[src/rtl/terminal_writer.sv]
`timescale 1ns/1ps
`default_nettype none
// ============================================================================
//  Module      : terminal_writer
//  Description : Text-terminal front end for the VRAM write port. Consumes
//                ASCII bytes, tracks a cursor, handles CR/LF/BS/TAB, wraps at
//                the right margin, scrolls by advancing top_row and blanks
//                recycled lines. Can optionally blank the screen after reset.
//  Revision    : 1.0 - initial release
// ============================================================================
module terminal_writer #(
    parameter int          ROWS           = 30,
    parameter int          COLS           = 80,
    parameter int          TAB_WIDTH      = 8,
    parameter logic [7:0]  BLANK          = 8'h20,
    parameter bit          CLEAR_ON_RESET = 1'b1,
    localparam int         ROW_W          = $clog2(ROWS),
    localparam int         COL_W          = $clog2(COLS)
) (
    input  logic             clk,
    input  logic             reset_low,
    output logic             character_ready,
    input  logic             character_valid,
    input  logic [7:0]       character_byte,
    input  logic             write_ready,
    output logic             write_valid,
    output logic [ROW_W-1:0] write_row,
    output logic [COL_W-1:0] write_col,
    output logic [7:0]       write_byte,
    output logic [ROW_W-1:0] top_row,
    output logic [ROW_W-1:0] cursor_row,
    output logic [COL_W-1:0] cursor_col
);

    typedef enum logic [1:0] {
        S_IDLE       = 2'd0,
        S_WRITE      = 2'd1,
        S_CLEAR_LINE = 2'd2,
        S_CLEAR_ALL  = 2'd3
    } state_t;

    localparam state_t           c_reset_state = CLEAR_ON_RESET ? S_CLEAR_ALL : S_IDLE;
    localparam logic [ROW_W-1:0] c_last_row    = ROW_W'(ROWS - 1);
    localparam logic [COL_W-1:0] c_last_col    = COL_W'(COLS - 1);
    localparam logic [ROW_W-1:0] c_row_one     = ROW_W'(1);
    localparam logic [COL_W-1:0] c_col_one     = COL_W'(1);
    localparam logic [COL_W:0]   c_tab_mask    = (COL_W+1)'(TAB_WIDTH - 1);
    localparam logic [COL_W:0]   c_tab_one     = (COL_W+1)'(1);
    localparam logic [COL_W:0]   c_cols_ext    = (COL_W+1)'(COLS);

    state_t           r_state;
    state_t           w_next_state;
    logic             r_ready;
    logic             r_write_valid;
    logic [ROW_W-1:0] r_write_row;
    logic [COL_W-1:0] r_write_col;
    logic [7:0]       r_write_byte;
    logic             r_pend_bs;
    logic [ROW_W-1:0] r_top_row;
    logic [ROW_W-1:0] r_cur_row;
    logic [COL_W-1:0] r_cur_col;

    logic             w_accept;
    logic             w_hs;
    logic             w_printable;
    logic [ROW_W-1:0] w_nl_row;
    logic [ROW_W-1:0] w_top_inc;
    logic             w_nl_scroll;
    logic [COL_W:0]   w_tab_sum;
    logic             w_tab_ovf;
    logic             w_do_write;
    logic             w_is_bs;
    logic [COL_W-1:0] w_wr_col;
    logic [7:0]       w_wr_byte;
    logic             w_take_nl;

    // Handshakes and newline/tab arithmetic shared by all processes
    assign w_accept    = r_ready & character_valid;
    assign w_hs        = r_write_valid & write_ready;
    assign w_printable = (character_byte >= 8'h20) && (character_byte <= 8'h7E);
    assign w_nl_row    = (r_cur_row == c_last_row) ? '0 : r_cur_row + c_row_one;
    assign w_top_inc   = (r_top_row == c_last_row) ? '0 : r_top_row + c_row_one;
    assign w_nl_scroll = (w_nl_row == r_top_row);
    assign w_tab_sum   = ({1'b0, r_cur_col} | c_tab_mask) + c_tab_one;
    assign w_tab_ovf   = (w_tab_sum >= c_cols_ext);

    // Byte decode and next-state selection
    always_comb begin
        w_next_state = r_state;
        w_do_write   = 1'b0;
        w_is_bs      = 1'b0;
        w_wr_col     = r_cur_col;
        w_wr_byte    = character_byte;
        w_take_nl    = 1'b0;
        case (r_state)
            S_IDLE: begin
                if (w_accept) begin
                    if (w_printable) begin
                        w_do_write   = 1'b1;
                        w_next_state = S_WRITE;
                    end else begin
                        case (character_byte)
                            8'h0A: w_take_nl = 1'b1;
                            8'h09: w_take_nl = w_tab_ovf;
                            8'h08: begin
                                if (r_cur_col != '0) begin
                                    w_do_write   = 1'b1;
                                    w_is_bs      = 1'b1;
                                    w_wr_col     = r_cur_col - c_col_one;
                                    w_wr_byte    = BLANK;
                                    w_next_state = S_WRITE;
                                end
                            end
                            default: ;
                        endcase
                        if (w_take_nl && w_nl_scroll) begin
                            w_next_state = S_CLEAR_LINE;
                        end
                    end
                end
            end
            S_WRITE: begin
                if (w_hs) begin
                    // A printable in the last column wraps after its cell write
                    w_take_nl    = !r_pend_bs && (r_cur_col == c_last_col);
                    w_next_state = (w_take_nl && w_nl_scroll) ? S_CLEAR_LINE : S_IDLE;
                end
            end
            S_CLEAR_LINE: begin
                if (w_hs && (r_write_col == c_last_col)) begin
                    w_next_state = S_IDLE;
                end
            end
            S_CLEAR_ALL: begin
                if (w_hs && (r_write_row == c_last_row) && (r_write_col == c_last_col)) begin
                    w_next_state = S_IDLE;
                end
            end
            default: w_next_state = S_IDLE;
        endcase
    end

    // State register
    always_ff @(posedge clk or negedge reset_low) begin
        if (!reset_low) begin
            r_state <= c_reset_state;
        end else begin
            r_state <= w_next_state;
        end
    end

    // Ready is registered so it only rises after a full idle cycle
    always_ff @(posedge clk or negedge reset_low) begin
        if (!reset_low) begin
            r_ready <= 1'b0;
        end else begin
            r_ready <= (r_state == S_IDLE) && !w_accept;
        end
    end

    // Cursor and scroll position
    always_ff @(posedge clk or negedge reset_low) begin
        if (!reset_low) begin
            r_cur_row <= '0;
            r_cur_col <= '0;
            r_top_row <= '0;
        end else if (w_take_nl) begin
            r_cur_col <= '0;
            r_cur_row <= w_nl_row;
            if (w_nl_scroll) begin
                r_top_row <= w_top_inc;
            end
        end else if ((r_state == S_IDLE) && w_accept) begin
            if (character_byte == 8'h0D) begin
                r_cur_col <= '0;
            end else if (character_byte == 8'h09) begin
                r_cur_col <= w_tab_sum[COL_W-1:0];
            end
        end else if ((r_state == S_WRITE) && w_hs) begin
            r_cur_col <= r_pend_bs ? r_cur_col - c_col_one : r_cur_col + c_col_one;
        end
    end

    // VRAM write port: single cell writes and line/screen blanking sweeps
    always_ff @(posedge clk or negedge reset_low) begin
        if (!reset_low) begin
            r_write_valid <= 1'b0;
            r_write_row   <= '0;
            r_write_col   <= '0;
            r_write_byte  <= '0;
            r_pend_bs     <= 1'b0;
        end else begin
            case (r_state)
                S_IDLE, S_WRITE: begin
                    if (w_do_write) begin
                        r_write_valid <= 1'b1;
                        r_write_row   <= r_cur_row;
                        r_write_col   <= w_wr_col;
                        r_write_byte  <= w_wr_byte;
                        r_pend_bs     <= w_is_bs;
                    end else if (w_next_state == S_CLEAR_LINE) begin
                        // The recycled line is the one the cursor moves onto
                        r_write_valid <= 1'b1;
                        r_write_row   <= w_nl_row;
                        r_write_col   <= '0;
                        r_write_byte  <= BLANK;
                    end else if (w_hs) begin
                        r_write_valid <= 1'b0;
                    end
                end
                S_CLEAR_LINE: begin
                    if (w_hs) begin
                        if (r_write_col == c_last_col) begin
                            r_write_valid <= 1'b0;
                        end else begin
                            r_write_col <= r_write_col + c_col_one;
                        end
                    end
                end
                default: begin
                    // Full-screen blank; the cell counter starts at (0,0) from reset
                    if (!r_write_valid) begin
                        r_write_valid <= 1'b1;
                        r_write_byte  <= BLANK;
                    end else if (w_hs) begin
                        if (r_write_col == c_last_col) begin
                            r_write_col <= '0;
                            if (r_write_row == c_last_row) begin
                                r_write_valid <= 1'b0;
                            end else begin
                                r_write_row <= r_write_row + c_row_one;
                            end
                        end else begin
                            r_write_col <= r_write_col + c_col_one;
                        end
                    end
                end
            endcase
        end
    end

    assign character_ready = r_ready;
    assign write_valid     = r_write_valid;
    assign write_row       = r_write_row;
    assign write_col       = r_write_col;
    assign write_byte      = r_write_byte;
    assign top_row         = r_top_row;
    assign cursor_row      = r_cur_row;
    assign cursor_col      = r_cur_col;

endmodule
`default_nettype wire
[config.mk]
export PLATFORM = sky130hd
export DESIGN_NAME = terminal_writer
export DESIGN_NICKNAME = d
export VERILOG_FILES = /design/src/rtl/terminal_writer.sv
export SDC_FILE = /design/constraint.sdc
export NUM_CORES = 1
export LEC_CHECK = 0
export BUFFER_PORTS_ARGS = -buffer_cell sky130_fd_sc_hd__buf_2
export CAP_MARGIN = 20
export CELL_PAD_IN_SITES_DETAIL_PLACEMENT = 1
export CELL_PAD_IN_SITES_GLOBAL_PLACEMENT = 2
export CORE_ASPECT_RATIO = 0.8
export CORE_MARGIN = 4
export CORE_UTILIZATION = 37
export DETAILED_ROUTE_END_ITERATION = 6
export GPL_TIMING_DRIVEN = 1
export PLACE_DENSITY_LB_ADDON = 0.1
export SLEW_MARGIN = 20
export SYNTH_ARGS = -nofsm -noshare
export SYNTH_HDL_FRONTEND = slang
export SYNTH_SLANG_ARGS = --single-unit
[constraint.sdc]
create_clock -name clk -period 7.65 [get_ports clk]
set_clock_uncertainty 0.2 [all_clocks]
set_input_delay 0.3825 -clock clk [delete_from_list [all_inputs] [get_ports clk]]
set_output_delay 0.3825 -clock clk [all_outputs]
set_load 0.005 [all_outputs]
Yosys cells after proc, flatten, opt, wreduce, memory -nomap -nowiden
Index checks and enable logic that the tools add are counted.
Widths: inputs -> output; s select.
{ "totals": {"ff_bits": 42, "inputBits": 12, "out_inout_bits": 39} }
{ "op_classes": {"n_addsub": 7, "bitwise_logic": 3, "reduce_logical": 27, "eq_ne": 22, "n_lt_le_gt_ge": 3, "muxes": 73} }
{ "op_table": {"columns": ["op", "n"], "rows": [
  ["$mux 7", 18],
  ["$mux 8", 8],
  ["$mux 5", 8],
  ["$eq 8x4->1 const B", 4],
  ["$mux 1", 23],
  ["$mux 2", 9],
  ["$pmux 8 s2", 1],
  ["$add 5x1->5 const B", 3],
  ["$eq 5x5->1 const B", 3],
  ["$add 7x1->7 const B", 2],
  ["$eq 7x7->1 const B", 2],
  ["$pmux 7 s2", 1],
  ["$logic_and 1x1->1", 10],
  ["$pmux 5 s2", 1],
  ["$add 7x1->8 const B", 1],
  ["$ge 8x6->1 const B", 1],
  ["$ge 8x7->1 const B", 1],
  ["$le 8x7->1 const B", 1],
  ["$pmux 2 s4", 1],
  ["$reduce_bool 7->1", 1],
  ["$sub 7x1->7 const B", 1],
  ["$eq 2x2->1 const B", 3],
  ["$ne 2x2->1 const B", 3],
  ["$pmux 1 s2", 3],
  ["other kinds (17)", 26]
]} }

Depth between registers and ports, before layout
Gate-level depths: netlist of run 1.
{ "depth": {"depth_word": 15, "depth_mapped": 11} }

Worst setup path before layout of run 1
OpenSTA, ideal clock, no wires.
{ "synth_timing": {"path_kind": "register to register", "from": "register r_cur_row[0] (netlist: cursor_row[0])", "to": "register r_write_row[3] (netlist: write_row[3])", "n_path_buf": 1, "slack_ns": 5.123, "t_required_ns": 7.324, "arrival_ns": 2.200, "stages_incl_launch_ff": 10, "setup_ns": 0.126, "cell_sequence": "dfrtp_1 ha_1 o211ai_1 a21boi_2 xnor2_1 nor4_4 and3_1 buf_6 nor2_2 a311o_1"} }
{ "synth_via": {"elab_chain_len": 11, "word_cells_on_any_way": 18, "cone_classes": "add/sub: 1; eq/ne: 4; mux: 10; reduce/logical: 3"} }
{ "synth_rtl": {"columns": ["item", "line", "text"], "rows": [
  ["start: declaration", "60", "logic [ROW_W-1:0] r_cur_row;"],
  ["start signal: assignment", "169", "r_cur_row <= w_nl_row;"],
  ["$add 5x1->5 / $eq 5x5->1 (equally long branches)", "81", "assign w_nl_row = (r_cur_row == c_last_row) ? '0 : r_cur_row + c_row_one;"],
  ["$mux 5 *", "81", null],
  ["$eq 5x5->1", "83", "assign w_nl_scroll = (w_nl_row == r_top_row);"],
  ["$logic_and 1x1->1", "116", "if (w_take_nl && w_nl_scroll) begin"],
  ["$mux 2", "116", null],
  ["$mux 2", "98", "if (w_printable) begin"],
  ["$mux 2", "97", "if (w_accept) begin"],
  ["$pmux 2 s4", "95", "case (r_state)"],
  ["$eq 2x2->1", "201", "end else if (w_next_state == S_CLEAR_LINE) begin"],
  ["$ne 3x3->1 (no source line)", null, null],
  ["$reduce_and 6->1 (no source line)", null, null],
  ["end signal: assignment", "197", "r_write_row <= r_cur_row;"],
  ["end signal: assignment", "204", "r_write_row <= w_nl_row;"],
  ["end signal: assignment", "231", "r_write_row <= r_write_row + c_row_one;"],
  ["end: declaration", "55", "logic [ROW_W-1:0] r_write_row;"]
]} }
Mark *: on every way between the ends. The rest lies on a longest branch, timed or not. The select of a mux whose other input is x is not followed.
A chain may end at the register's enable or synchronous reset.

Final worst setup path of run 1
{ "layout_timing": {"from": "register r_cur_col[4] (netlist: cursor_col[4])", "to": "register r_write_row[0] (netlist: write_row[0])"} }
{ "layout_via": {"elab_chain_len": 14, "word_cells_on_any_way": 29, "cone_classes": "add/sub: 1; order compare: 1; eq/ne: 3; mux: 19; reduce/logical: 5"} }
{ "layout_rtl": {"columns": ["item", "line", "text"], "rows": [
  ["start: declaration", "61", "logic [COL_W-1:0] r_cur_col;"],
  ["start signal: assignment", "177", "r_cur_col <= w_tab_sum[COL_W-1:0];"],
  ["start signal: assignment", "180", "r_cur_col <= r_pend_bs ? r_cur_col - c_col_one : r_cur_col + c_col_one;"],
  ["$add 7x1->8", "84", "assign w_tab_sum = ({1'b0, r_cur_col} | c_tab_mask) + c_tab_one;"],
  ["$ge 8x7->1", "85", "assign w_tab_ovf = (w_tab_sum >= c_cols_ext);"],
  ["$pmux 1 s2", "102", "case (character_byte)"],
  ["$mux 1", "98", null],
  ["$mux 1", "97", null],
  ["$mux 1", "95", null],
  ["$logic_and 1x1->1", "116", null],
  ["$mux 2", "116", null],
  ["$mux 2", "98", null],
  ["$mux 2", "97", null],
  ["$pmux 2 s4", "95", null],
  ["$eq 2x2->1", "201", null],
  ["$ne 3x3->1 (no source line)", null, null],
  ["$reduce_and 6->1 (no source line)", null, null]
]} }
Several ways; a longest one is shown, not always the timed one. The select of a mux whose other input is x is not followed.

==> results.rst, run 1 <==
.. list-table::
   :header-rows: 1

   * - Metric
     - Value
   * - Min-delay src
     - character_byte[4]
   * - Depth of the worst register-to-register path
     - 9
   * - Pin slew with the least headroom to its limit
     - 0.596 ns
   * - Cell family contributing the most delay on the critical path
     - simple AND/OR/NAND/NOR gates
   * - Number of synthesized flops with an enable pin
     - 0
   * - Wire length of the first global-routing pass
     - ~15 mm
   * - Detail Route Antenna Nets
     - 0
   * - Core area
     - 8020 sq um
   * - Share of final-layout standard cells stronger than drive strength 1
     - 22.3%
   * - Area taken by multi-input logic gates
     - 1840 sq um
   * - Share of the yosys chip area belonging to registers
     - 34.2%
   * - Overall die width
     - 110 microns
   * - Power per unit of standard cell area
     - 262 nW/um^2
   * - CP Cell Sequence
     - inv_1, ha_1, nand2b_1, a21oi_1, o31ai_1, a31o_4, nand3_2, nand3_1, mux2_2
   * - FFs w/ async S/R, synth
     - 100%
   * - Worst reg-to-reg setup slack
     - 4.52 ns
   * - Required time reported for the critical path endpoint
     - around 7.6 ns
   * - Initial antenna violation count
     - 0
   * - Mean number of vias per cell
     - roughly 5.8
   * - Most frequently used flop master after synthesis
     - sky130_fd_sc_hd__dfrtp_1
   * - Layout filler cell count
     - 975
   * - FF-to-FF Start
     - cursor_col[4]$_DFFE_PN0P_
   * - Startpoint Class
     - register
   * - Final hold slack
     - 0.180 ns
   * - Normalized max-slew margin
     - 60.0%
   * - Clock buffers created by TritonCTS
     - 5
   * - Master cell of the clock root buffer
     - sky130_fd_sc_hd__clkbuf_8
   * - Ports placed on the boundary
     - a little over 50
   * - Mean area per synthesized cell
     - 8.94 sq um
   * - Combined area of all synthesized cells
     - 3080 sq um
   * - Mean routed wirelength per cell
     - 18.7 microns
   * - Max Freq
     - 320 MHz
   * - Maximum number of pins on one net before global-route repair
     - 43
   * - Clock tree from TritonCTS
     - yes
   * - Area of the die
     - roughly 10000 sq um
   * - Pins over their slew limit
     - 0
   * - Count of endpoints failing hold in the final timing report
     - 0
   * - Detailed-route via count
     - 2,843
   * - GRT Resource Usage Total
     - 20.1%
   * - Initial detailed-routing violation count
     - 163
   * - Iteration count of the initial detailed-routing pass
     - 4
   * - Layout-stage area growth over the synthesis result
     - 11.8%
   * - Final critical delay including setup and external delays
     - 3.13 ns
   * - Data arrival, critical path
     - 3.12 ns
   * - Stages on worst setup path
     - 9
   * - Hold buffer count at CTS
     - 0
   * - Highest ir drop seen on vdd
     - 123 uV
   * - Count of different cell masters after synthesis
     - 71
   * - Class of the tightest hold or removal check
     - in -> reg
   * - Cell leakage power
     - 0.00153 uW
   * - Type of element capturing the critical path
     - register
   * - Cell at the slowest stage of the critical path
     - sky130_fd_sc_hd__dfrtp_1
   * - CTS H-tree depth
     - 2
   * - Final estimated routing congestion in global placement
     - 0.811
   * - Standard-cell row count
     - 29
   * - Reg clk slew, reported paths
     - 0.09 ns
   * - Number of global-route vias before repair
     - 2,851
   * - Buffers on Ports
     - 50
   * - Number of buffer and inverter instances along the worst setup path
     - 1
   * - Total grt overflow
     - 0
   * - Yosys warnings
     - 0
   * - Crit path largest cell delay
     - 0.56 ns
   * - Flip-flop and latch count after synthesis
     - 42
   * - Setup violations, final
     - 0
   * - Deepest clock path buffer count
     - 2
   * - Number of nets at the end of the flow
     - approximately 410
   * - Total number of clock tree sinks
     - 42
   * - Number of remaining DRC errors
     - 0
   * - Number of max-cap violations
     - 0
   * - Biggest fanout along the worst timing path
     - 15
   * - Gate count after technology mapping
     - 345
   * - Portion of the clock cycle consumed by the worst path in the final layout
     - around two fifths
   * - Synthesized net count
     - 369
   * - Sum Neg Setup Slack
     - 0 ns
   * - Detailed-route wire length
     - 9.24 mm
   * - Initial Util
     - 38.4%
   * - Worst reg2reg endpoint
     - write_row[0]$_DFFE_PN0P_
   * - Crit path kind
     - reg -> reg
   * - WHS Path Cells
     - 2
   * - Worst Hold Endpoint
     - write_byte[4]$_DFFE_PN0P_
   * - Final antenna diode count
     - 0
   * - Number of gates resized after cts
     - 0
   * - Number of setup buffers added after CTS
     - 0
   * - Post-detail-place hpwl
     - 6.97 mm
   * - Worst skew pair latency
     - 0.30 ns
   * - Storage cell area
     - between 1000 and 1500 sq um
   * - Unrepaired setup endpoints after global routing
     - false
   * - Run status
     - complete, no violations
   * - Die height
     - around 90 microns
-- state kept, by name, summed over array words and instances, names as in the netlist --
register	cells
write_col	7
write_byte	8
r_pend_bs	1
top_row	5
character_ready	1
write_valid	1
cursor_col	7
r_state	2
write_row	5
cursor_row	5
-- metal layers --
layer | track usage (%) | wire length (microns) | vias up
met5 | 0 | 0 | -
met4 | 4.19 | 99 | 0
met3 | 3.15 | 356 | 10
met2 | 29.6 | 3900 | 63
met1 | 30.9 | 4890 | 1399
li1 | - | - | 1371
-- through the flow --
| stage | utilization [%] | setup slack, ns | instances | power (uW) | instance area, sq um |
|---|---|---|---|---|---|
| detailed placement | 41.6 | 4.57 | 485 | 747 | 3340 |
| global placement | 41.6 | 4.63 | 485 | 743 | 3340 |
| finish | 43.0 | 4.52 | 494 | 901 | 3450 |
| global route | 43.0 | 4.32 | 494 | 974 | 3450 |
| floorplan | - | 5.12 | 345 | 613 | 3080 |
| CTS | 42.8 | 4.53 | 493 | 910 | 3430 |
-- cell usage after synthesis (2+ instances only) --
library cell | number | area share (%)
sky130_fd_sc_hd__a21o_1 | 4 | 0.97
sky130_fd_sc_hd__a21oi_1 | 11 | 1.8
sky130_fd_sc_hd__a22o_1 | 7 | 2.0
sky130_fd_sc_hd__a22oi_1 | 3 | 0.73
sky130_fd_sc_hd__a311o_1 | 2 | 0.65
sky130_fd_sc_hd__a31oi_1 | 3 | 0.61
sky130_fd_sc_hd__a32oi_1 | 2 | 0.57
sky130_fd_sc_hd__and2_1 | 5 | 1.0
sky130_fd_sc_hd__and3_1 | 9 | 1.8
sky130_fd_sc_hd__and4_1 | 2 | 0.57
sky130_fd_sc_hd__buf_2 | 5 | 0.81
sky130_fd_sc_hd__buf_4 | 7 | 1.7
sky130_fd_sc_hd__buf_6 | 4 | 1.5
sky130_fd_sc_hd__clkbuf_1 | 2 | 0.24
sky130_fd_sc_hd__dfrtp_1 | 40 | 32
sky130_fd_sc_hd__dfstp_2 | 2 | 1.7
sky130_fd_sc_hd__ha_1 | 12 | 4.9
sky130_fd_sc_hd__inv_1 | 15 | 1.8
sky130_fd_sc_hd__mux2_1 | 2 | 0.73
sky130_fd_sc_hd__mux2_2 | 3 | 1.1
sky130_fd_sc_hd__mux2i_1 | 4 | 1.3
sky130_fd_sc_hd__nand2_1 | 34 | 4.1
sky130_fd_sc_hd__nand2_2 | 2 | 0.41
sky130_fd_sc_hd__nand2b_1 | 2 | 0.41
sky130_fd_sc_hd__nand3_1 | 17 | 2.8
sky130_fd_sc_hd__nand3_2 | 3 | 0.97
sky130_fd_sc_hd__nand4b_1 | 3 | 0.85
sky130_fd_sc_hd__nor2_1 | 19 | 2.3
sky130_fd_sc_hd__nor2_2 | 2 | 0.41
sky130_fd_sc_hd__nor2b_1 | 4 | 0.81
sky130_fd_sc_hd__nor3_1 | 13 | 2.1
sky130_fd_sc_hd__nor3b_1 | 2 | 0.49
sky130_fd_sc_hd__nor4_4 | 2 | 1.4
sky130_fd_sc_hd__o211ai_1 | 4 | 0.97
sky130_fd_sc_hd__o21a_1 | 4 | 0.97
sky130_fd_sc_hd__o21ai_0 | 28 | 4.5
sky130_fd_sc_hd__o21ai_1 | 5 | 0.81
sky130_fd_sc_hd__o22ai_1 | 4 | 0.81
sky130_fd_sc_hd__o2bb2ai_1 | 2 | 0.57
sky130_fd_sc_hd__o31ai_1 | 7 | 1.7
sky130_fd_sc_hd__o41ai_1 | 2 | 0.57
sky130_fd_sc_hd__or3_1 | 4 | 0.81
sky130_fd_sc_hd__or3_4 | 2 | 0.73
sky130_fd_sc_hd__xnor2_1 | 9 | 2.6
-- power breakdown --
| group | total (uW) | internal (uW) | switching [uW] |
|---|---|---|---|
| Sequential | 391 | 285 | 106 |
| Clock | 156 | 72.7 | 83.7 |
| Combinational | 354 | 162 | 192 |
| Total | 901 | 520 | 382 |
-- final cells by class --
type | count | share of cell area [%]
multi-input cells | 269 | 53.4
repair buffers | 51 | 7.63
flip-flops and latches | 42 | 30.6
inverters | 16 | 1.74
clock buffers | 6 | 2.40
clock inverters | 2 | 0.363
well taps | 108 | 3.92
-- worst reg2reg max path, stage by stage, from the launching register on --
cell and delay [ns]:
sky130_fd_sc_hd__dfrtp_1 0.56, sky130_fd_sc_hd__inv_1 0.11, sky130_fd_sc_hd__ha_1 0.33, sky130_fd_sc_hd__nand2b_1 0.11
sky130_fd_sc_hd__a21oi_1 0.06, sky130_fd_sc_hd__o31ai_1 0.39, sky130_fd_sc_hd__a31o_4 0.27, sky130_fd_sc_hd__nand3_2 0.31
sky130_fd_sc_hd__nand3_1 0.30, sky130_fd_sc_hd__mux2_2 0.36
-- cells by family after synthesis --
family	share of synthesized area, %
AO/OA/AOI/OAI	23.0
XOR/XNOR	2.84
flip-flops	34.2
buffers and inverters	6.17
AND/OR/NAND/NOR	25.8
multiplexers	3.12
adder cells (fa/ha/maj)	4.87
-- cells in the final DEF (no fill, tap or decap), types with 5 or more instances in the layout --
master	Yosys	routed
sky130_fd_sc_hd__o21ai_0	28	28
sky130_fd_sc_hd__a22o_1	7	7
sky130_fd_sc_hd__inv_1	15	15
sky130_fd_sc_hd__nor3_1	13	13
sky130_fd_sc_hd__buf_2	5	49
sky130_fd_sc_hd__nor2_1	19	19
sky130_fd_sc_hd__and3_1	9	9
sky130_fd_sc_hd__o31ai_1	7	7
sky130_fd_sc_hd__nand2_1	34	34
sky130_fd_sc_hd__ha_1	12	12
sky130_fd_sc_hd__dfrtp_1	40	40
sky130_fd_sc_hd__xnor2_1	9	9
sky130_fd_sc_hd__o21ai_1	5	5
sky130_fd_sc_hd__clkbuf_8	0	6
sky130_fd_sc_hd__and2_1	5	5
sky130_fd_sc_hd__nand3_1	17	17
sky130_fd_sc_hd__a21oi_1	11	11
-- how the worst max path moves through the flow --
stage	to	start	slack, ns
2_1_floorplan	write_row[3]$_DFFE_PN0P_	cursor_row[0]$_DFFE_PN0N_	5.12
3_3_place_gp	write_row[0]$_DFFE_PN0P_	cursor_row[0]$_DFFE_PN0N_	4.63
3_5_place_dp	write_row[0]$_DFFE_PN0P_	cursor_col[3]$_DFFE_PN0P_	4.57
4_1_cts	write_row[0]$_DFFE_PN0P_	cursor_row[0]$_DFFE_PN0N_	4.53
5_1_grt	write_row[0]$_DFFE_PN0P_	cursor_row[0]$_DFFE_PN0N_	4.32
6_report	write_row[0]$_DFFE_PN0P_	cursor_col[4]$_DFFE_PN0P_	4.52
(Power assumes the default switching activity.)
==> inputs of run 2 (changes only) <==
--- a/config.mk
+++ b/config.mk
@@ -5,13 +5,14 @@
 export SDC_FILE = /design/constraint.sdc
 export NUM_CORES = 1
 export LEC_CHECK = 0
+export ABC_AREA = 1
 export BUFFER_PORTS_ARGS = -buffer_cell sky130_fd_sc_hd__buf_2
 export CAP_MARGIN = 20
 export CELL_PAD_IN_SITES_DETAIL_PLACEMENT = 1
 export CELL_PAD_IN_SITES_GLOBAL_PLACEMENT = 2
 export CORE_ASPECT_RATIO = 0.8
 export CORE_MARGIN = 4
-export CORE_UTILIZATION = 37
+export CORE_UTILIZATION = 28
 export DETAILED_ROUTE_END_ITERATION = 6
 export GPL_TIMING_DRIVEN = 1
 export PLACE_DENSITY_LB_ADDON = 0.1
==> constraint.sdc (replaced) <==
create_clock -name clk -period 2.6 [get_ports clk]
set_clock_uncertainty 0.2 [all_clocks]
set_input_delay 0.13 -clock clk [delete_from_list [all_inputs] [get_ports clk]]
set_output_delay 0.13 -clock clk [all_outputs]
set_load 0.005 [all_outputs]
==> run 2 against run 1 <==
Against the previous run:
- non-clock buffer count increased by 37
- register-to-register slack got worse by 4.4 ns
- critical path depth increased by 6
- via count increased by 13%
- sequential power increased to 2.8 times the previous value
- global-route usage decreased by 3.4 points
- clock-buffer cell count decreased by 1
- routed wire length increased by 13%
- combinational power increased to 4.2 times the previous value
- utilization decreased by 5.7 points
- final cell count increased by 39%
- synthesized cell count increased by 32%
- critical endpoint is now write_byte[3]$_DFFE_PN0P_
- highest routed layer unchanged
==> results.rst, run 2 <==
.. list-table::
   :header-rows: 1

   * - Metric
     - Value
   * - Max Freq
     - 408 MHz
   * - Mean area per synthesized cell
     - 6.88 sq um
   * - Initial Util
     - 28.7%
   * - Area of the die
     - about 13,000 sq um
   * - Detail Route Antenna Nets
     - 0
   * - Number of max-cap violations
     - 0
   * - Pin slew with the least headroom to its limit
     - approximately 0.68 ns
   * - Relative contribution of the clock network to total power
     - 22.3%
   * - Area share of the largest cell type after synthesis
     - 32.1%
   * - Total number of clock tree sinks
     - 42
   * - Die height
     - about 100 microns
   * - Switching share of total power
     - a little over two fifths
   * - Standard-cell row count
     - 34
   * - Wire length of the first global-routing pass
     - 17.2 mm
   * - Maximum number of pins on one net before global-route repair
     - 43
   * - Combined area of all synthesized cells
     - roughly 3100 sq um
   * - M3 GR Usage
     - 2.77%
   * - Class of the tightest hold or removal check
     - in -> reg
   * - Final estimated routing congestion in global placement
     - approximately 0.82
   * - Count of different cell masters after synthesis
     - 43
   * - Most frequent standard cell in the layout excluding fill and tap cells
     - sky130_fd_sc_hd__nand2_1
   * - Post-detail-place hpwl
     - 7.88 mm
   * - Number of standard cells in the layout, taps in and fillers out
     - 686
   * - Layout-stage area growth over the synthesis result
     - 30.1%
   * - Net Sw Power
     - about 1400 uW
   * - Core area
     - 10,900 sq um
   * - Most frequently used flop master after synthesis
     - sky130_fd_sc_hd__dfrtp_1
   * - Met2 Usage GRT
     - about a quarter
   * - Placement Cell Area
     - 3690 sq um
   * - Fin util
     - 37.3%
   * - Clock buffers created by TritonCTS
     - 5
   * - Total grt overflow
     - 0
   * - Number of synthesized flops with an enable pin
     - 0
   * - Portion of the clock cycle consumed by the worst path in the final layout
     - a little over nine tenths
   * - Fraction of power consumed by sequential logic
     - 32.9%
   * - Pins over their slew limit
     - 0
   * - Mean number of vias per cell
     - ~4.7
   * - Run status
     - complete, no violations
   * - Final antenna diode count
     - 0
   * - Detailed-route wire length
     - roughly 10 mm
   * - Initial antenna violation count
     - 0
   * - Final critical delay including setup and external delays
     - around 2.5 ns
   * - Layout Cell Area excl Fill
     - around 4100 sq um
   * - Number of placed instances with taps included
     - about 660
   * - Top cell types by occurrence after synthesis
     - sky130_fd_sc_hd__nand2_1, sky130_fd_sc_hd__inv_1, sky130_fd_sc_hd__nand3_1, sky130_fd_sc_hd__dfrtp_1, sky130_fd_sc_hd__o21ai_0
   * - Power per unit of standard cell area
     - 820 nW/um^2
   * - Sum Neg Setup Slack
     - 0 ns
   * - Most common cell in the synthesized netlist
     - sky130_fd_sc_hd__nand2_1
   * - Mean routed wirelength per cell
     - 15.3 microns
   * - Share of the yosys chip area belonging to registers
     - 33.7%
   * - Deepest clock path buffer count
     - 2
   * - Most used routing layer
     - met2
   * - Cell leakage power
     - 0.00215 uW
   * - Synthesized net count
     - 478
   * - Worst skew pair latency
     - a little under 0.3 ns
   * - Master cell of the clock root buffer
     - sky130_fd_sc_hd__clkbuf_16
   * - Highest ir drop seen on vdd
     - 402 uV
   * - Normalized max-slew margin
     - a little over half
   * - Required time reported for the critical path endpoint
     - 2.59 ns
   * - Met1 routing resource usage after global routing
     - 25.2%
   * - Internal power
     - 1940 uW
   * - Area contributors post-synth
     - sky130_fd_sc_hd__dfrtp_1, sky130_fd_sc_hd__nand2_1, sky130_fd_sc_hd__nand3_1, sky130_fd_sc_hd__inv_1, sky130_fd_sc_hd__o21ai_0
   * - Type of element capturing the critical path
     - register
   * - Count of endpoints failing hold in the final timing report
     - 0
   * - Iteration count of the initial detailed-routing pass
     - 4
   * - Overall die width
     - 126 microns
   * - Number of global-route vias before repair
     - 3,226
   * - Number of nets at the end of the flow
     - 565
   * - Unrepaired setup endpoints after global routing
     - true
   * - Startpoint Class
     - register
   * - Gate count after technology mapping
     - between 400 and 500
   * - Flip-flop and latch count after synthesis
     - 42
   * - Number of remaining DRC errors
     - 0
   * - Biggest fanout along the worst timing path
     - 7
   * - Share of final-layout standard cells stronger than drive strength 1
     - between 20% and 30%
   * - Storage cell area
     - 1060 sq um
   * - Clock tree from TritonCTS
     - yes
   * - Cell accounting for the most synthesized area
     - sky130_fd_sc_hd__dfrtp_1
   * - Data arrival, critical path
     - roughly 2.4 ns
   * - Initial detailed-routing violation count
     - 175
   * - GRT Resource Usage Total
     - 16.7%
   * - Buffers on Ports
     - 50
   * - Setup violations, final
     - 0
   * - Layout filler cell count
     - 1,434
   * - Crit path kind
     - reg -> reg
   * - Area taken by multi-input logic gates
     - 1880 sq um
   * - CTS H-tree depth
     - 2
   * - FFs w/ async S/R, synth
     - 100%
   * - Yosys warnings
     - 0
   * - Detailed-route via count
     - between 3k and 4k
   * - Ports placed on the boundary
     - 51
   * - Reg clk slew, reported paths
     - 0.07 ns
   * - Max FFs per register
     - 8
   * - Commonest cells after routing, fill and taps aside
     - sky130_fd_sc_hd__nand2_1, sky130_fd_sc_hd__buf_2, sky130_fd_sc_hd__nand3_1
   * - Power share of the combinational group
     - 44.8%
-- run 2: changes by cell type in the layout (fill, tap and decap cells not counted), sizes merged, moves of 7 or more --
cell | before | now
xor2 | 1 | 12
inv | 16 | 54
nand3 | 20 | 51
nor2 | 22 | 32
a21oi | 11 | 19
nor3 | 15 | 8
and3 | 10 | 0
buf | 50 | 81
nand2 | 36 | 146
-- run 2: power by group through the flow --
stage                     clock (uW)  sequential, uW  combinational (uW)
after detailed placement           0            1100                1440
after CTS                        769            1090                1460
final                            744            1090                1490
after floorplan                    0            1060                 859
after global placement             0            1100                1430
after global routing             796            1140                1700
-- run 2: path summary, 6_finish.rpt --
check	startpoint	depth (start not counted)	slack [ns]	to
min	character_byte[5]	5	0.006	write_byte[5]$_DFFE_PN0P_
min in group asynchronous	reset_low	3	0.25	write_byte[4]$_DFFE_PN0P_
max in group asynchronous	reset_low	3	1.51	cursor_row[0]$_DFFE_PN0N_
max reg2reg	cursor_row[1]$_DFFE_PN0N_	15	0.15	write_byte[3]$_DFFE_PN0P_
max	cursor_row[1]$_DFFE_PN0N_	15	0.15	write_byte[3]$_DFFE_PN0P_
min reg2reg	write_byte[5]$_DFFE_PN0P_	2	0.28	write_byte[5]$_DFFE_PN0P_
-- run 2: logic make-up (layout without fill, tap and decap cells) --
group                    after synthesis  after routing  share of synthesized area [%]
AO/OA/AOI/OAI                         74             74                           13.5
AND/OR/NAND/NOR                      247            249                           35.3
flip-flops                            42             42                           33.7
XOR/XNOR                              15             15                           4.21
buffers and inverters                 64            150                           8.41
adder cells (fa/ha/maj)               12             12                           4.81
-- run 2: per-layer routing --
metal	wire, microns	vias up
li1	-	1657
met3	363	9
met2	4450	50
met1	5550	1494
met5	0	-
met4	99	0
-- run 2: cell type report --
class / instances / share of cell area (%)
Sequential cell: 42 / 26.0
Inverter: 54 / 4.99
Multi-Input combinational cell: 350 / 46.4
Clock buffer: 5 / 3.08
Timing Repair Buffer: 88 / 14.0
Clock inverter: 3 / 1.08
Tap cell: 144 / 4.43
-- run 2: worst max-delay path: stages, from the launching register on --
cell,delay (ns)
sky130_fd_sc_hd__dfrtp_2,0.45
sky130_fd_sc_hd__inv_2,0.09
sky130_fd_sc_hd__ha_4,0.14
sky130_fd_sc_hd__nand4_1,0.26
sky130_fd_sc_hd__nand3_1,0.18
sky130_fd_sc_hd__nand3_1,0.10
sky130_fd_sc_hd__nor2_2,0.15
sky130_fd_sc_hd__nand3_1,0.09
sky130_fd_sc_hd__nand2_1,0.06
sky130_fd_sc_hd__nand2_1,0.06
sky130_fd_sc_hd__nand2_2,0.09
sky130_fd_sc_hd__nand2_4,0.08
sky130_fd_sc_hd__nand3_4,0.15
sky130_fd_sc_hd__nand2_4,0.11
sky130_fd_sc_hd__nand2_1,0.09
sky130_fd_sc_hd__nand2_1,0.05
-- run 2: what timing repair did --
| action | 4_1_cts | 5_1_grt |
|---|---|---|
| gates resized for setup | 2 | 21 |
| endpoints found under the setup margin | 19 | 22 |
| cloned | 1 | 1 |
| hold endpoints to repair | 46 | 0 |
| pin swaps | 1 | 4 |
| hold buffers | 7 | 0 |
| buffers inserted | 0 | 7 |
-- run 2: stage by stage --
stage / power (uW) / setup slack, ns / hold slack [ns]
6_report: 3330 / 0.148 / 0.00604
5_1_grt: 3640 / -0.0834 / 0.0503
4_1_cts: 3320 / 0.0223 / 0.00134
3_5_place_dp: 2540 / -0.0721 / 0.0656
3_3_place_gp: 2530 / -0.0773 / 0.0639
2_1_floorplan: 1910 / 0.328 / -0.366
==> inputs of run 3 (changes only) <==
--- a/config.mk
+++ b/config.mk
@@ -6,14 +6,14 @@
 export NUM_CORES = 1
 export LEC_CHECK = 0
 export ABC_AREA = 1
-export BUFFER_PORTS_ARGS = -buffer_cell sky130_fd_sc_hd__buf_2
 export CAP_MARGIN = 20
 export CELL_PAD_IN_SITES_DETAIL_PLACEMENT = 1
 export CELL_PAD_IN_SITES_GLOBAL_PLACEMENT = 2
 export CORE_ASPECT_RATIO = 0.8
 export CORE_MARGIN = 4
-export CORE_UTILIZATION = 28
+export CORE_UTILIZATION = 32
 export DETAILED_ROUTE_END_ITERATION = 6
+export DONT_BUFFER_PORTS = 1
 export GPL_TIMING_DRIVEN = 1
 export PLACE_DENSITY_LB_ADDON = 0.1
 export SLEW_MARGIN = 20
==> run 3 against run 2 <==
Against the previous run:
- clock-buffer cell count unchanged
- design area decreased by 6.8%
- final cell count decreased by 11%
- sequential cell count unchanged
- register-to-register slack about the same
- via count decreased by 4.4%
- utilization increased by 3.5 points
- sequential share of layout area increased by 1.9 points
- global-route usage increased by 1.2 points
- maximum frequency increased by 0.28%
- first-iteration DRC count decreased by 35%
- critical endpoint is now write_col[1]$_DFFE_PN0P_
- highest routed layer unchanged
==> results.rst, run 3 (same netlist as run 2, synthesis figures left out) <==
.. list-table::
   :header-rows: 1

   * - Metric
     - Value
   * - Total number of clock tree sinks
     - 42
   * - Worst setup slack before clock tree synthesis
     - 0.0197 ns
   * - Setup violations, final
     - 0
   * - Power per unit of standard cell area
     - 837 nW/um^2
   * - Placement Cell Area
     - 3360 sq um
   * - Mean routed wirelength per cell
     - 16.1 microns
   * - Die height
     - 96.4 microns
   * - Cell leakage power
     - 0.00192 uW
   * - Number of remaining DRC errors
     - 0
   * - Master cell of the clock root buffer
     - sky130_fd_sc_hd__clkbuf_16
   * - Total grt overflow
     - 0
   * - Commonest cells after routing, fill and taps aside
     - sky130_fd_sc_hd__nand2_1, sky130_fd_sc_hd__nand3_1, sky130_fd_sc_hd__inv_1
   * - Data arrival, critical path
     - 2.43 ns
   * - Buffers on Ports
     - 0
   * - Detailed-route via count
     - 3,069
   * - Biggest fanout along the worst timing path
     - 7
   * - Detail Route Antenna Nets
     - 0
   * - Clock tree from TritonCTS
     - yes
   * - GRT Resource Usage Total
     - 17.8%
   * - Layout Cell Area excl Fill
     - 3790 sq um
   * - Normalized max-slew margin
     - 50.3%
   * - Final estimated routing congestion in global placement
     - 0.838
   * - Ports placed on the boundary
     - 51
   * - Standard-cell row count
     - 31
   * - Number of max-cap violations
     - 0
   * - Highest ir drop seen on vdd
     - 418 uV
   * - Class of the tightest hold or removal check
     - in -> reg
   * - Portion of the clock cycle consumed by the worst path in the final layout
     - around 94%
   * - Most frequent standard cell in the layout excluding fill and tap cells
     - sky130_fd_sc_hd__nand2_1
   * - Overall die width
     - around 120 microns
   * - Type of element capturing the critical path
     - register
   * - Final antenna diode count
     - 0
   * - Initial Util
     - 33.7%
   * - Max FFs per register
     - 8
   * - Min-delay src
     - write_ready
   * - Startpoint Class
     - register
   * - Layout-stage area growth over the synthesis result
     - 21.3%
   * - Share of final-layout standard cells stronger than drive strength 1
     - roughly 17%
   * - Clock buffers created by TritonCTS
     - 5
   * - Final critical delay including setup and external delays
     - around 2.4 ns
   * - Pins over their slew limit
     - 0
   * - Core area
     - 9270 sq um
   * - Wire length of the first global-routing pass
     - 16.6 mm
   * - Crit path kind
     - reg -> reg
   * - Area of the die
     - 11,400 sq um
   * - Post-detail-place hpwl
     - 7.54 mm
   * - Initial detailed-routing violation count
     - 114
   * - Max Freq
     - 409 MHz
   * - Number of global-route vias before repair
     - 3,152
   * - Detailed-route wire length
     - 9.80 mm
   * - FF-to-FF Start
     - cursor_row[1]$_DFFE_PN0N_
   * - Number of nets at the end of the flow
     - ~520
   * - Required time reported for the critical path endpoint
     - 2.58 ns
   * - Reg clk slew, reported paths
     - 0.07 ns
   * - Iteration count of the initial detailed-routing pass
     - 4
   * - Initial antenna violation count
     - 0
   * - Worst skew pair latency
     - 0.29 ns
   * - Run status
     - complete, no violations
   * - Count of endpoints failing hold in the final timing report
     - 0
   * - Mean number of vias per cell
     - 5.05
   * - CTS H-tree depth
     - 2
   * - Launching element of the worst setup path
     - cursor_row[1]$_DFFE_PN0N_
   * - Overall power after layout
     - approximately 3200 uW
   * - Pin slew with the least headroom to its limit
     - 0.745 ns
   * - Unrepaired setup endpoints after global routing
     - true
   * - Fin util
     - 40.9%
   * - Final worst-path setup slack
     - 0.155 ns
   * - Deepest clock path buffer count
     - 2
   * - Maximum number of pins on one net before global-route repair
     - 43
run 3: cell types whose count changed in the layout (fill, tap and decap cells not counted), sizes merged:
| cell | change |
|---|---|
| nand3 | -1 |
| buf | -50 |
| dlygate4sd3 | +2 |
run 3: final timing paths:
path                                             end  slack [ns]  cells past startpoint
max                         write_col[1]$_DFFE_PN0P_        0.15                     15
max reg2reg                 write_col[1]$_DFFE_PN0P_        0.15                     15
min reg2reg                write_byte[6]$_DFFE_PN0P_        0.30                      2
min in group asynchronous  write_byte[5]$_DFFE_PN0P_        0.13                      2
max in group asynchronous       r_state[0]$_DFF_PN1_        1.81                      2
min                             r_state[0]$_DFF_PN1_        0.05                      3
run 3: critical path, stage by stage, from the launching register on:
cell and delay [ns]:
sky130_fd_sc_hd__dfrtp_1 0.41, sky130_fd_sc_hd__inv_2 0.08, sky130_fd_sc_hd__ha_4 0.13, sky130_fd_sc_hd__nand4_1 0.24, sky130_fd_sc_hd__nand3_1 0.18, sky130_fd_sc_hd__nand3_1 0.10, sky130_fd_sc_hd__nor2_2 0.17, sky130_fd_sc_hd__nand3_1 0.09
sky130_fd_sc_hd__nand2_1 0.07, sky130_fd_sc_hd__nand2_1 0.06, sky130_fd_sc_hd__nand2_2 0.10, sky130_fd_sc_hd__nand2_4 0.08, sky130_fd_sc_hd__nand3_4 0.16, sky130_fd_sc_hd__nand2_4 0.11, sky130_fd_sc_hd__nand2_1 0.10, sky130_fd_sc_hd__nand2_1 0.06
run 3: per-stage QoR:
step | setup TNS, ns | hold WS [ns] | std cells
floorplan | 0 | -0.366 | 454
global placement | 0 | -0.364 | 580
detailed placement | 0 | -0.364 | 580
CTS | 0 | 0.0153 | 598
global route | -1.17 | 0.0781 | 608
finish | 0 | 0.0544 | 608
run 3: area by class of cell:
class	instances	area (sq um)
clock buffers	5	125
clock inverters	3	43.8
fillers	1167	5480
inverters	54	203
multi-input cells	349	1870
flip-flops and latches	42	1060
well taps	115	144
repair buffers	40	343
run 3: per-layer routing:
layer | global-route usage (%) | share of wire (%) | vias to the layer above
met5 | 0 | 0 | -
met2 | 27.5 | 41 | 54
met3 | 3.94 | 4.4 | 7
li1 | - | - | 1563
met4 | 3.47 | 0.87 | 0
met1 | 25.8 | 54 | 1445
run 3: power breakdown:
part / internal [uW] / switching, uW
Sequential: 853 / 278
Combinational: 507 / 789
Clock: 455 / 287
Total: 1820 / 1350
run 3: repair_timing:
action	CTS	global route
endpoints found under the setup margin	0	29
buffers inserted	0	9
endpoints found under the hold margin	50	0
gates resized for setup	0	20
hold buffers	10	0
